$ cat src/rtl/axil_apb_bridge_if.sv
// APB4 bus bundle shared by the bridge (master side) and the peripheral
// segment (slave side). Widths follow the bridge's address/data parameters.
interface ApbIO #(
   parameter int ADDR_WIDTH = 32,
   parameter int DATA_WIDTH = 32
) ();
   logic [ADDR_WIDTH-1:0]   paddr;
   logic [2:0]              pprot;
   logic                    psel;
   logic                    penable;
   logic                    pwrite;
   logic [DATA_WIDTH-1:0]   pwdata;
   logic [DATA_WIDTH/8-1:0] pstrb;
   logic                    pready;
   logic [DATA_WIDTH-1:0]   prdata;
   logic                    pslverr;

   modport master (
      output paddr, pprot, psel, penable, pwrite, pwdata, pstrb,
      input  pready, prdata, pslverr
   );

   modport slave (
      input  paddr, pprot, psel, penable, pwrite, pwdata, pstrb,
      output pready, prdata, pslverr
   );
endinterface

$ cat src/rtl/axil_apb_bridge.sv
// AXI4-Lite slave to APB4 master bridge. One-entry holding registers on AW, W
// and AR decouple the AXI handshakes from the APB sequencer, which serves one
// read or write at a time with read/write alternation on ties. A saturating
// ACCESS-phase counter turns a hung peripheral into an SLVERR response.
module axil_apb_bridge #(
   parameter int ADDR_WIDTH = 32,
   parameter int DATA_WIDTH = 32,
   parameter int TIMEOUT    = 256
) (
   input  logic                    clk,
   input  logic                    rst_n,
   // write address
   input  logic                    awvalid,
   output logic                    awready,
   input  logic [ADDR_WIDTH-1:0]   awaddr,
   input  logic [2:0]              awprot,
   // write data
   input  logic                    wvalid,
   output logic                    wready,
   input  logic [DATA_WIDTH-1:0]   wdata,
   input  logic [DATA_WIDTH/8-1:0] wstrb,
   // write response
   output logic                    bvalid,
   input  logic                    bready,
   output logic [1:0]              bresp,
   // read address
   input  logic                    arvalid,
   output logic                    arready,
   input  logic [ADDR_WIDTH-1:0]   araddr,
   input  logic [2:0]              arprot,
   // read response
   output logic                    rvalid,
   input  logic                    rready,
   output logic [DATA_WIDTH-1:0]   rdata,
   output logic [1:0]              rresp,
   // APB master side
   ApbIO.master                    apb
);

   localparam int STRB_W = DATA_WIDTH / 8;
   localparam int CNT_W  = (TIMEOUT > 0) ? $clog2(TIMEOUT + 1) : 1;
   localparam logic [CNT_W-1:0] CNT_ZERO = {CNT_W{1'b0}};
   localparam logic [CNT_W-1:0] CNT_ONE  = CNT_W'(32'd1);
   localparam logic [CNT_W-1:0] CNT_MAX  = {CNT_W{1'b1}};
   // Last ACCESS cycle index that may still see pready before the forced error.
   localparam logic [CNT_W-1:0] TMO_LAST = (TIMEOUT > 0) ? CNT_W'(TIMEOUT - 1) : CNT_ZERO;

   typedef enum logic [1:0] {
      ST_IDLE   = 2'd0,
      ST_SETUP  = 2'd1,
      ST_ACCESS = 2'd2,
      ST_RESP   = 2'd3
   } state_t;

   state_t state_r;
   state_t state_nxt_s;

   // holding registers
   logic                  aw_valid_r;
   logic [ADDR_WIDTH-1:0] aw_addr_r;
   logic [2:0]            aw_prot_r;
   logic                  w_valid_r;
   logic [DATA_WIDTH-1:0] w_data_r;
   logic [STRB_W-1:0]     w_strb_r;
   logic                  ar_valid_r;
   logic [ADDR_WIDTH-1:0] ar_addr_r;
   logic [2:0]            ar_prot_r;

   // sequencer bookkeeping
   logic                  is_wr_r;        // transfer in flight is a write
   logic                  tie_to_write_r; // next read/write tie goes to the write
   logic [CNT_W-1:0]      tmo_cnt_r;

   // registered outputs
   logic [ADDR_WIDTH-1:0] paddr_r;
   logic [2:0]            pprot_r;
   logic                  psel_r;
   logic                  penable_r;
   logic                  pwrite_r;
   logic [DATA_WIDTH-1:0] pwdata_r;
   logic [STRB_W-1:0]     pstrb_r;
   logic                  bvalid_r;
   logic [1:0]            bresp_r;
   logic                  rvalid_r;
   logic [1:0]            rresp_r;
   logic [DATA_WIDTH-1:0] rdata_r;

   // decoded control
   logic wr_elig_s;
   logic rd_elig_s;
   logic grant_s;
   logic grant_wr_s;
   logic acc_done_s;
   logic tmo_s;
   logic tmo_hit_s;

   assign awready = ~aw_valid_r;
   assign wready  = ~w_valid_r;
   assign arready = ~ar_valid_r;

   assign bvalid  = bvalid_r;
   assign bresp   = bresp_r;
   assign rvalid  = rvalid_r;
   assign rresp   = rresp_r;
   assign rdata   = rdata_r;

   assign apb.paddr   = paddr_r;
   assign apb.pprot   = pprot_r;
   assign apb.psel    = psel_r;
   assign apb.penable = penable_r;
   assign apb.pwrite  = pwrite_r;
   assign apb.pwdata  = pwdata_r;
   assign apb.pstrb   = pstrb_r;

   assign wr_elig_s = aw_valid_r & w_valid_r;
   assign rd_elig_s = ar_valid_r;

   // Timeout fires on the TIMEOUT-th ACCESS cycle that has not seen pready.
   always_comb begin
      if ((TIMEOUT != 0) && (tmo_cnt_r >= TMO_LAST)) begin
         tmo_hit_s = 1'b1;
      end else begin
         tmo_hit_s = 1'b0;
      end
   end

   // FSM state register.
   always_ff @(posedge clk or negedge rst_n) begin
      if (!rst_n) begin
         state_r <= ST_IDLE;
      end else begin
         state_r <= state_nxt_s;
      end
   end

   // Next-state logic, arbitration and phase-completion strobes.
   always_comb begin
      state_nxt_s = state_r;
      grant_s     = 1'b0;
      grant_wr_s  = 1'b0;
      acc_done_s  = 1'b0;
      tmo_s       = 1'b0;
      case (state_r)
         ST_IDLE: begin
            if (wr_elig_s && rd_elig_s) begin
               grant_s     = 1'b1;
               grant_wr_s  = tie_to_write_r;
               state_nxt_s = ST_SETUP;
            end else if (wr_elig_s) begin
               grant_s     = 1'b1;
               grant_wr_s  = 1'b1;
               state_nxt_s = ST_SETUP;
            end else if (rd_elig_s) begin
               grant_s     = 1'b1;
               grant_wr_s  = 1'b0;
               state_nxt_s = ST_SETUP;
            end else begin
               state_nxt_s = ST_IDLE;
            end
         end
         ST_SETUP: begin
            state_nxt_s = ST_ACCESS;
         end
         ST_ACCESS: begin
            if (apb.pready) begin
               acc_done_s  = 1'b1;
               state_nxt_s = ST_RESP;
            end else if (tmo_hit_s) begin
               tmo_s       = 1'b1;
               state_nxt_s = ST_RESP;
            end else begin
               state_nxt_s = ST_ACCESS;
            end
         end
         ST_RESP: begin
            if (is_wr_r ? bready : rready) begin
               state_nxt_s = ST_IDLE;
            end else begin
               state_nxt_s = ST_RESP;
            end
         end
         default: begin
            state_nxt_s = ST_IDLE;
         end
      endcase
   end

   // AW/W/AR holding registers: load on handshake, free when granted.
   always_ff @(posedge clk or negedge rst_n) begin
      if (!rst_n) begin
         aw_valid_r <= 1'b0;
         aw_addr_r  <= {ADDR_WIDTH{1'b0}};
         aw_prot_r  <= 3'b000;
         w_valid_r  <= 1'b0;
         w_data_r   <= {DATA_WIDTH{1'b0}};
         w_strb_r   <= {STRB_W{1'b0}};
         ar_valid_r <= 1'b0;
         ar_addr_r  <= {ADDR_WIDTH{1'b0}};
         ar_prot_r  <= 3'b000;
      end else begin
         if (grant_s && grant_wr_s) begin
            aw_valid_r <= 1'b0;
            w_valid_r  <= 1'b0;
         end else begin
            if (awvalid && !aw_valid_r) begin
               aw_valid_r <= 1'b1;
               aw_addr_r  <= awaddr;
               aw_prot_r  <= awprot;
            end
            if (wvalid && !w_valid_r) begin
               w_valid_r <= 1'b1;
               w_data_r  <= wdata;
               w_strb_r  <= wstrb;
            end
         end
         if (grant_s && !grant_wr_s) begin
            ar_valid_r <= 1'b0;
         end else if (arvalid && !ar_valid_r) begin
            ar_valid_r <= 1'b1;
            ar_addr_r  <= araddr;
            ar_prot_r  <= arprot;
         end
      end
   end

   // Grant bookkeeping: direction of the current transfer and tie alternation.
   always_ff @(posedge clk or negedge rst_n) begin
      if (!rst_n) begin
         is_wr_r        <= 1'b0;
         tie_to_write_r <= 1'b0;
      end else if (grant_s) begin
         is_wr_r        <= grant_wr_s;
         tie_to_write_r <= ~grant_wr_s;
      end
   end

   // ACCESS-phase cycle counter: cleared on SETUP entry, saturating.
   always_ff @(posedge clk or negedge rst_n) begin
      if (!rst_n) begin
         tmo_cnt_r <= CNT_ZERO;
      end else if (grant_s) begin
         tmo_cnt_r <= CNT_ZERO;
      end else if ((state_r == ST_ACCESS) && (tmo_cnt_r != CNT_MAX)) begin
         tmo_cnt_r <= tmo_cnt_r + CNT_ONE;
      end
   end

   // APB request signals: launched on grant, held stable until ACCESS ends.
   always_ff @(posedge clk or negedge rst_n) begin
      if (!rst_n) begin
         psel_r    <= 1'b0;
         penable_r <= 1'b0;
         pwrite_r  <= 1'b0;
         paddr_r   <= {ADDR_WIDTH{1'b0}};
         pprot_r   <= 3'b000;
         pwdata_r  <= {DATA_WIDTH{1'b0}};
         pstrb_r   <= {STRB_W{1'b0}};
      end else if (grant_s) begin
         psel_r    <= 1'b1;
         penable_r <= 1'b0;
         pwrite_r  <= grant_wr_s;
         paddr_r   <= grant_wr_s ? aw_addr_r : ar_addr_r;
         pprot_r   <= grant_wr_s ? aw_prot_r : ar_prot_r;
         pwdata_r  <= grant_wr_s ? w_data_r : {DATA_WIDTH{1'b0}};
         pstrb_r   <= grant_wr_s ? w_strb_r : {STRB_W{1'b0}};
      end else if (state_r == ST_SETUP) begin
         penable_r <= 1'b1;
      end else if (acc_done_s || tmo_s) begin
         psel_r    <= 1'b0;
         penable_r <= 1'b0;
      end
   end

   // AXI response channels: loaded when ACCESS ends, held until accepted.
   always_ff @(posedge clk or negedge rst_n) begin
      if (!rst_n) begin
         bvalid_r <= 1'b0;
         bresp_r  <= 2'b00;
         rvalid_r <= 1'b0;
         rresp_r  <= 2'b00;
         rdata_r  <= {DATA_WIDTH{1'b0}};
      end else begin
         case (state_r)
            ST_ACCESS: begin
               if (acc_done_s) begin
                  if (is_wr_r) begin
                     bvalid_r <= 1'b1;
                     bresp_r  <= apb.pslverr ? 2'b10 : 2'b00;
                  end else begin
                     rvalid_r <= 1'b1;
                     rresp_r  <= apb.pslverr ? 2'b10 : 2'b00;
                     rdata_r  <= apb.prdata;
                  end
               end else if (tmo_s) begin
                  if (is_wr_r) begin
                     bvalid_r <= 1'b1;
                     bresp_r  <= 2'b10;
                  end else begin
                     rvalid_r <= 1'b1;
                     rresp_r  <= 2'b10;
                     rdata_r  <= {DATA_WIDTH{1'b0}};
                  end
               end
            end
            ST_RESP: begin
               if (bvalid_r && bready) begin
                  bvalid_r <= 1'b0;
               end
               if (rvalid_r && rready) begin
                  rvalid_r <= 1'b0;
               end
            end
            default: begin
            end
         endcase
      end
   end

endmodule

$ cat src/flat_wrapper.sv
// flat-port wrapper written by rule: the top's interface ports become plain ports
module axil_apb_bridge_flat 
#(
   parameter int ADDR_WIDTH = 32,
   parameter int DATA_WIDTH = 32,
   parameter int TIMEOUT    = 256
)
  (clk, rst_n, awvalid, awready, awaddr, awprot, wvalid, wready, wdata, wstrb, bvalid, bready, bresp, arvalid, arready, araddr, arprot, rvalid, rready, rdata, rresp, apb_paddr, apb_pprot, apb_psel, apb_penable, apb_pwrite, apb_pwdata, apb_pstrb, apb_pready, apb_prdata, apb_pslverr);
  ApbIO #(.ADDR_WIDTH(ADDR_WIDTH), .DATA_WIDTH(DATA_WIDTH)) apb_i ();
  input  logic clk;
  input  logic rst_n;
  input  logic awvalid;
  output logic awready;
  input  logic [ADDR_WIDTH-1:0] awaddr;
  input  logic [2:0] awprot;
  input  logic wvalid;
  output logic wready;
  input  logic [DATA_WIDTH-1:0] wdata;
  input  logic [DATA_WIDTH/8-1:0] wstrb;
  output logic bvalid;
  input  logic bready;
  output logic [1:0] bresp;
  input  logic arvalid;
  output logic arready;
  input  logic [ADDR_WIDTH-1:0] araddr;
  input  logic [2:0] arprot;
  output logic rvalid;
  input  logic rready;
  output logic [DATA_WIDTH-1:0] rdata;
  output logic [1:0] rresp;
  output wire logic [$bits(apb_i.paddr)-1:0] apb_paddr;
  output wire logic [$bits(apb_i.pprot)-1:0] apb_pprot;
  output wire logic [$bits(apb_i.psel)-1:0] apb_psel;
  output wire logic [$bits(apb_i.penable)-1:0] apb_penable;
  output wire logic [$bits(apb_i.pwrite)-1:0] apb_pwrite;
  output wire logic [$bits(apb_i.pwdata)-1:0] apb_pwdata;
  output wire logic [$bits(apb_i.pstrb)-1:0] apb_pstrb;
  input wire logic [$bits(apb_i.pready)-1:0] apb_pready;
  input wire logic [$bits(apb_i.prdata)-1:0] apb_prdata;
  input wire logic [$bits(apb_i.pslverr)-1:0] apb_pslverr;
  assign apb_paddr = apb_i.paddr;
  assign apb_pprot = apb_i.pprot;
  assign apb_psel = apb_i.psel;
  assign apb_penable = apb_i.penable;
  assign apb_pwrite = apb_i.pwrite;
  assign apb_pwdata = apb_i.pwdata;
  assign apb_pstrb = apb_i.pstrb;
  assign apb_i.pready = apb_pready;
  assign apb_i.prdata = apb_prdata;
  assign apb_i.pslverr = apb_pslverr;
  axil_apb_bridge #(.ADDR_WIDTH(ADDR_WIDTH), .DATA_WIDTH(DATA_WIDTH), .TIMEOUT(TIMEOUT)) u_core (.clk(clk), .rst_n(rst_n), .awvalid(awvalid), .awready(awready), .awaddr(awaddr), .awprot(awprot), .wvalid(wvalid), .wready(wready), .wdata(wdata), .wstrb(wstrb), .bvalid(bvalid), .bready(bready), .bresp(bresp), .arvalid(arvalid), .arready(arready), .araddr(araddr), .arprot(arprot), .rvalid(rvalid), .rready(rready), .rdata(rdata), .rresp(rresp), .apb(apb_i));
endmodule
$ cat config.mk
export PLATFORM = sky130hd
export DESIGN_NAME = axil_apb_bridge_flat
export DESIGN_NICKNAME = d
export VERILOG_FILES = /design/src/rtl/axil_apb_bridge_if.sv /design/src/rtl/axil_apb_bridge.sv /design/src/flat_wrapper.sv
export SDC_FILE = /design/constraint.sdc
export NUM_CORES = 1
export LEC_CHECK = 0
export BUFFER_PORTS_ARGS = -buffer_cell sky130_fd_sc_hd__buf_2
export CORE_ASPECT_RATIO = 0.7
export CORE_MARGIN = 4
export CORE_UTILIZATION = 35
export DETAILED_ROUTE_END_ITERATION = 16
export PLACE_DENSITY = 0.67
export SYNTH_ARGS = -nofsm -noshare
export SYNTH_HDL_FRONTEND = slang
export SYNTH_SLANG_ARGS = --single-unit
$ cat constraint.sdc
create_clock -name clk -period 2.66 [get_ports clk]
set_input_delay 0.133 -clock clk [delete_from_list [all_inputs] [get_ports clk]]
set_output_delay 0.133 -clock clk [all_outputs]
set_load 0.01 [all_outputs]
==> summary.txt <==
Run status
  – Status: finished, final reports clean

Placement
  – Post-Place Cells: 1235
  – IO buf count: between 200 and 300
  – Detailed placement HPWL: roughly 15 mm
  – Gpl congestion: approximately 0.74
  – Post-Place Setup Slack: about 520 ps
  – Placed cell area: 0.0110 mm2

STA
  – Final setup fails: 0
  – Rel. slew slack: 0.544
  – Crit path time final: 2140 ps
  – Worst-Margin Slew: just under 700 ps
  – RSZ-0062 raised after global routing: false
  – Final hold vios: 0
  – Hold slack: 63.4 ps
  – Max-slew violations: 0
  – Final setup margin: 520 ps
  – Fin crit share: 0.804
  – Fmax: around 0.47 GHz
  – Setup clock skew after layout: 11.9 ps
  – Total Neg Setup Slack: 0 ps

Worst setup path
  – Buf+Inv Stages, Crit Path: 0
  – RR Startpoint: u_core.tmo_cnt_r[0]$_DFFE_PN0P_
  – Setup crit end: u_core.tmo_cnt_r[6]$_DFFE_PN0P_
  – Slowest cell on the critical path: or3b_4
  – Data required time of the worst path: between 3000 and 4000 ps
  – Worst path cell trace: ha_1 > nand4_1 > nor2_1 > ha_1 > or3b_4 > or4_1 > a21oi_1
  – Cell count of the worst reg-to-reg path: 7
  – Most common cell on crit path: ha_1
  – Crit path from: u_core.tmo_cnt_r[0]$_DFFE_PN0P_
  – CP startpoint kind: register
  – Worst EP arrival: about 2600 ps
  – CP Max Fanout: 15
  – WS Path Type: register to register
  – Worst r2r dst: u_core.tmo_cnt_r[6]$_DFFE_PN0P_
  – Worst setup EP type: register
  – Stages on the worst setup path: 7
  – Max incr delay on CP: roughly 460 ps
  – Register-to-register setup slack: ~520 ps
  – Crit path max-delay family: simple AND/OR/NAND/NOR gates

Finish
  – Area growth syn-to-layout: 42.1%
  – Share of layout cells above drive strength 1: 0.405
  – Fin cells: ~1400
  – Final Core Density: 0.510
  – Nets: about 1200
  – Post-route cell area: around 0.013 mm2

Global routing
  – Vias in the first global route: around 7500
  – Initial antenna violation count: 1
  – Grt ovf: 0
  – First-pass GRT wire length: 40.9 mm
  – Total track usage: 0.171
  – Largest net degree at the start of global routing: slightly above 80

Yosys
  – Synth Area in Adders: 0.00404
  – Compound-Gate Fraction of Synth Area: 0.178
  – Number of synthesized flops with an enable pin: 0
  – Syn_area_per_cell: 14.2 um2
  – Multiplexer share of the synthesized area: 0.134
  – Simple-Gate Fraction of Synth Area: 0.0265
  – Ys Warns: 0
  – Sequential-to-total area share from yosys stat: 0.622
  – XOR/XNOR Fraction of Synth Area: 0.000943
  – Synth Register Bits: ~230
  – Cell area after synthesis: ~0.0093 mm2
  – Main synth FF type: dfrtp_1
  – Distinct cells, synth: slightly above 40
  – Cells after Synth: about 650
  – Largest family of logic cells by synthesized area: compound AO/OA/AOI/OAI gates
  – Synth async-reset ratio: 1.00

Worst hold path
  – HP Class: primary input to register

Pwr
  – Clock power share: 0.216
  – Total power draw: 14.8 mW
  – Fraction of power consumed by combinational cells: 0.362
  – Power density over the cells: around 1100 mW/mm2
  – Peak VDD IR: 0.725 mV
  – Switch share: 0.334
  – Int Pwr: 9.87 mW
  – Sequential Power Share: 0.422
  – Leak: 6.25 nW
  – NetSw: 4.95 mW

Floorplan
  – FP Rows: ~50
  – IO Count: between 200 and 300
  – Die height: about 140 um
  – Die area: 0.0292 mm2
  – Die width: ~200 um
  – Initial core utilization: 0.359
  – Core area: between 0.02 and 0.03 mm2

Clock tree
  – TritonCTS Buffers: 24
  – CTS tree: built
  – Sink Count: about 230
  – Clock transition at the registers of the reported paths: roughly 60 ps
  – Resized Gates After CTS: 0
  – Root Buffer: clkbuf_16
  – Clk buf depth: 3
  – Clk Latency, worst-skew pair: 530 ps
  – H-tree depth: 1

Route
  – Final wirelength: about 26 mm
  – DR pass1 iterations: 4
  – Vias: between 7000 and 8000
  – DR WL/cell: ~18 um
  – Drt drc: 0
  – Vias per cell: between 4 and 5
  – Routed Antenna Nets: 0
  – Drt initial violations: about 250

Job
  – Max-cap violations: 0
[sequential cells by signal, indices dropped and copies added (netlist names), 4 cells and up]
register,cells
u_core.w_strb_r,4
u_core.aw_addr_r,32
u_core.apb.pwdata,32
u_core.ar_addr_r,32
u_core.w_data_r,32
u_core.apb.paddr,32
u_core.apb.pstrb,4
u_core.tmo_cnt_r,9
u_core.rdata,32
[power by group through the flow]
stage	Combinational (mW)	Sequential [mW]	Clock, mW
after floorplan	3.27	6.34	0
after global placement	5.08	6.22	0
after detailed placement	5.23	6.26	0
after CTS	5.40	6.23	3.30
after global routing	5.87	6.47	3.45
final	5.37	6.25	3.19
[layout by cell type, fill, tap and decap left out, drive strengths merged, types with 4 or more instances in the layout]
cell type | Yosys | layout
clkbuf | 14 | 35
dfrtp | 231 | 231
o31ai | 4 | 4
nand2 | 7 | 7
o21ai | 4 | 4
dlygate4sd3 | 0 | 144
a21boi | 36 | 36
buf | 39 | 278
nor2b | 4 | 4
clkinv | 0 | 7
nor2 | 12 | 12
inv | 9 | 10
nand3 | 5 | 5
a21oi | 9 | 9
a221o | 35 | 35
a22o | 68 | 68
a21o | 36 | 36
mux2i | 4 | 4
mux2 | 107 | 107
[cell families (layout without fill, tap and decap cells)]
kind of cell | after synthesis | after routing
mux | 111 | 111
simple gates | 45 | 45
flops | 231 | 231
buf+inv | 62 | 474
xor+xnor | 1 | 1
compound gates | 198 | 198
fa+ha+maj | 3 | 3
other cells | 1 | 4
[repair_timing]
| item | 4_1_cts | 5_1_grt |
|---|---|---|
| endpoints found under the hold margin | 222 | 0 |
| setup buffers | 0 | 0 |
| hold buffers | 144 | 0 |
[worst min-delay path, delay by kind of cell]
family | cells | cell delay [ps]
muxes | 1 | 80
buffers and inverters | 1 | 90
AOI/OAI and AO/OA | 1 | 110
and+or+nand+nor | 1 | 120
[final cells by class]
cell class / count / area [um2]
Fill cell: 2239 / 12700
Clock inverter: 8 / 55.1
Clock buffer: 35 / 692
Sequential cell: 231 / 5780
Antenna cell: 2 / 5.00
Timing Repair Buffer: 422 / 2930
Tap cell: 357 / 447
Multi-Input combinational cell: 360 / 3250
Inverter: 9 / 33.8
[routing by layer]
layer  GRT usage  wire (um)  vias up
met3      0.0464       1550       47
met5           0          0        -
met2       0.287      12100      208
li1            -          -     3239
met1       0.222      11200     3560
met4      0.0489        770        0
[cells in the mapped netlist, drive strengths merged, types with 3 or more instances]
cell / n / area share
dfrtp: 231 / 0.62
nor2: 12 / 0.0049
clkbuf: 14 / 0.0058
a21o: 36 / 0.029
mux2: 107 / 0.13
nand3: 5 / 0.0027
buf: 39 / 0.024
a21boi: 36 / 0.029
o21ai: 4 / 0.0022
ha: 3 / 0.0040
a22o: 68 / 0.064
nand2: 7 / 0.0028
a21oi: 9 / 0.0049
or3: 3 / 0.0020
nor2b: 4 / 0.0027
o31ai: 4 / 0.0032
inv: 9 / 0.0036
mux2i: 4 / 0.0043
a221o: 35 / 0.038
[worst min path at each step]
| stage | cells after the start | from | slack [ps] | to |
|---|---|---|---|---|
| CTS | 4 | apb_pslverr | 30 | u_core.bresp[1]$_DFFE_PN0P_ |
| global placement | 1 | rst_n | 180 | u_core.w_data_r[18]$_DFFE_PN0P_ |
| floorplan | 0 | rst_n | -160 | u_core.apb.paddr[0]$_DFFE_PN0P_ |
| detailed placement | 1 | rst_n | 180 | u_core.w_data_r[18]$_DFFE_PN0P_ |
| global route | 4 | apb_pslverr | 80 | u_core.bresp[1]$_DFFE_PN0P_ |
| finish | 4 | apb_pslverr | 60 | u_core.bresp[1]$_DFFE_PN0P_ |
Power figures use the tool's default switching activity.
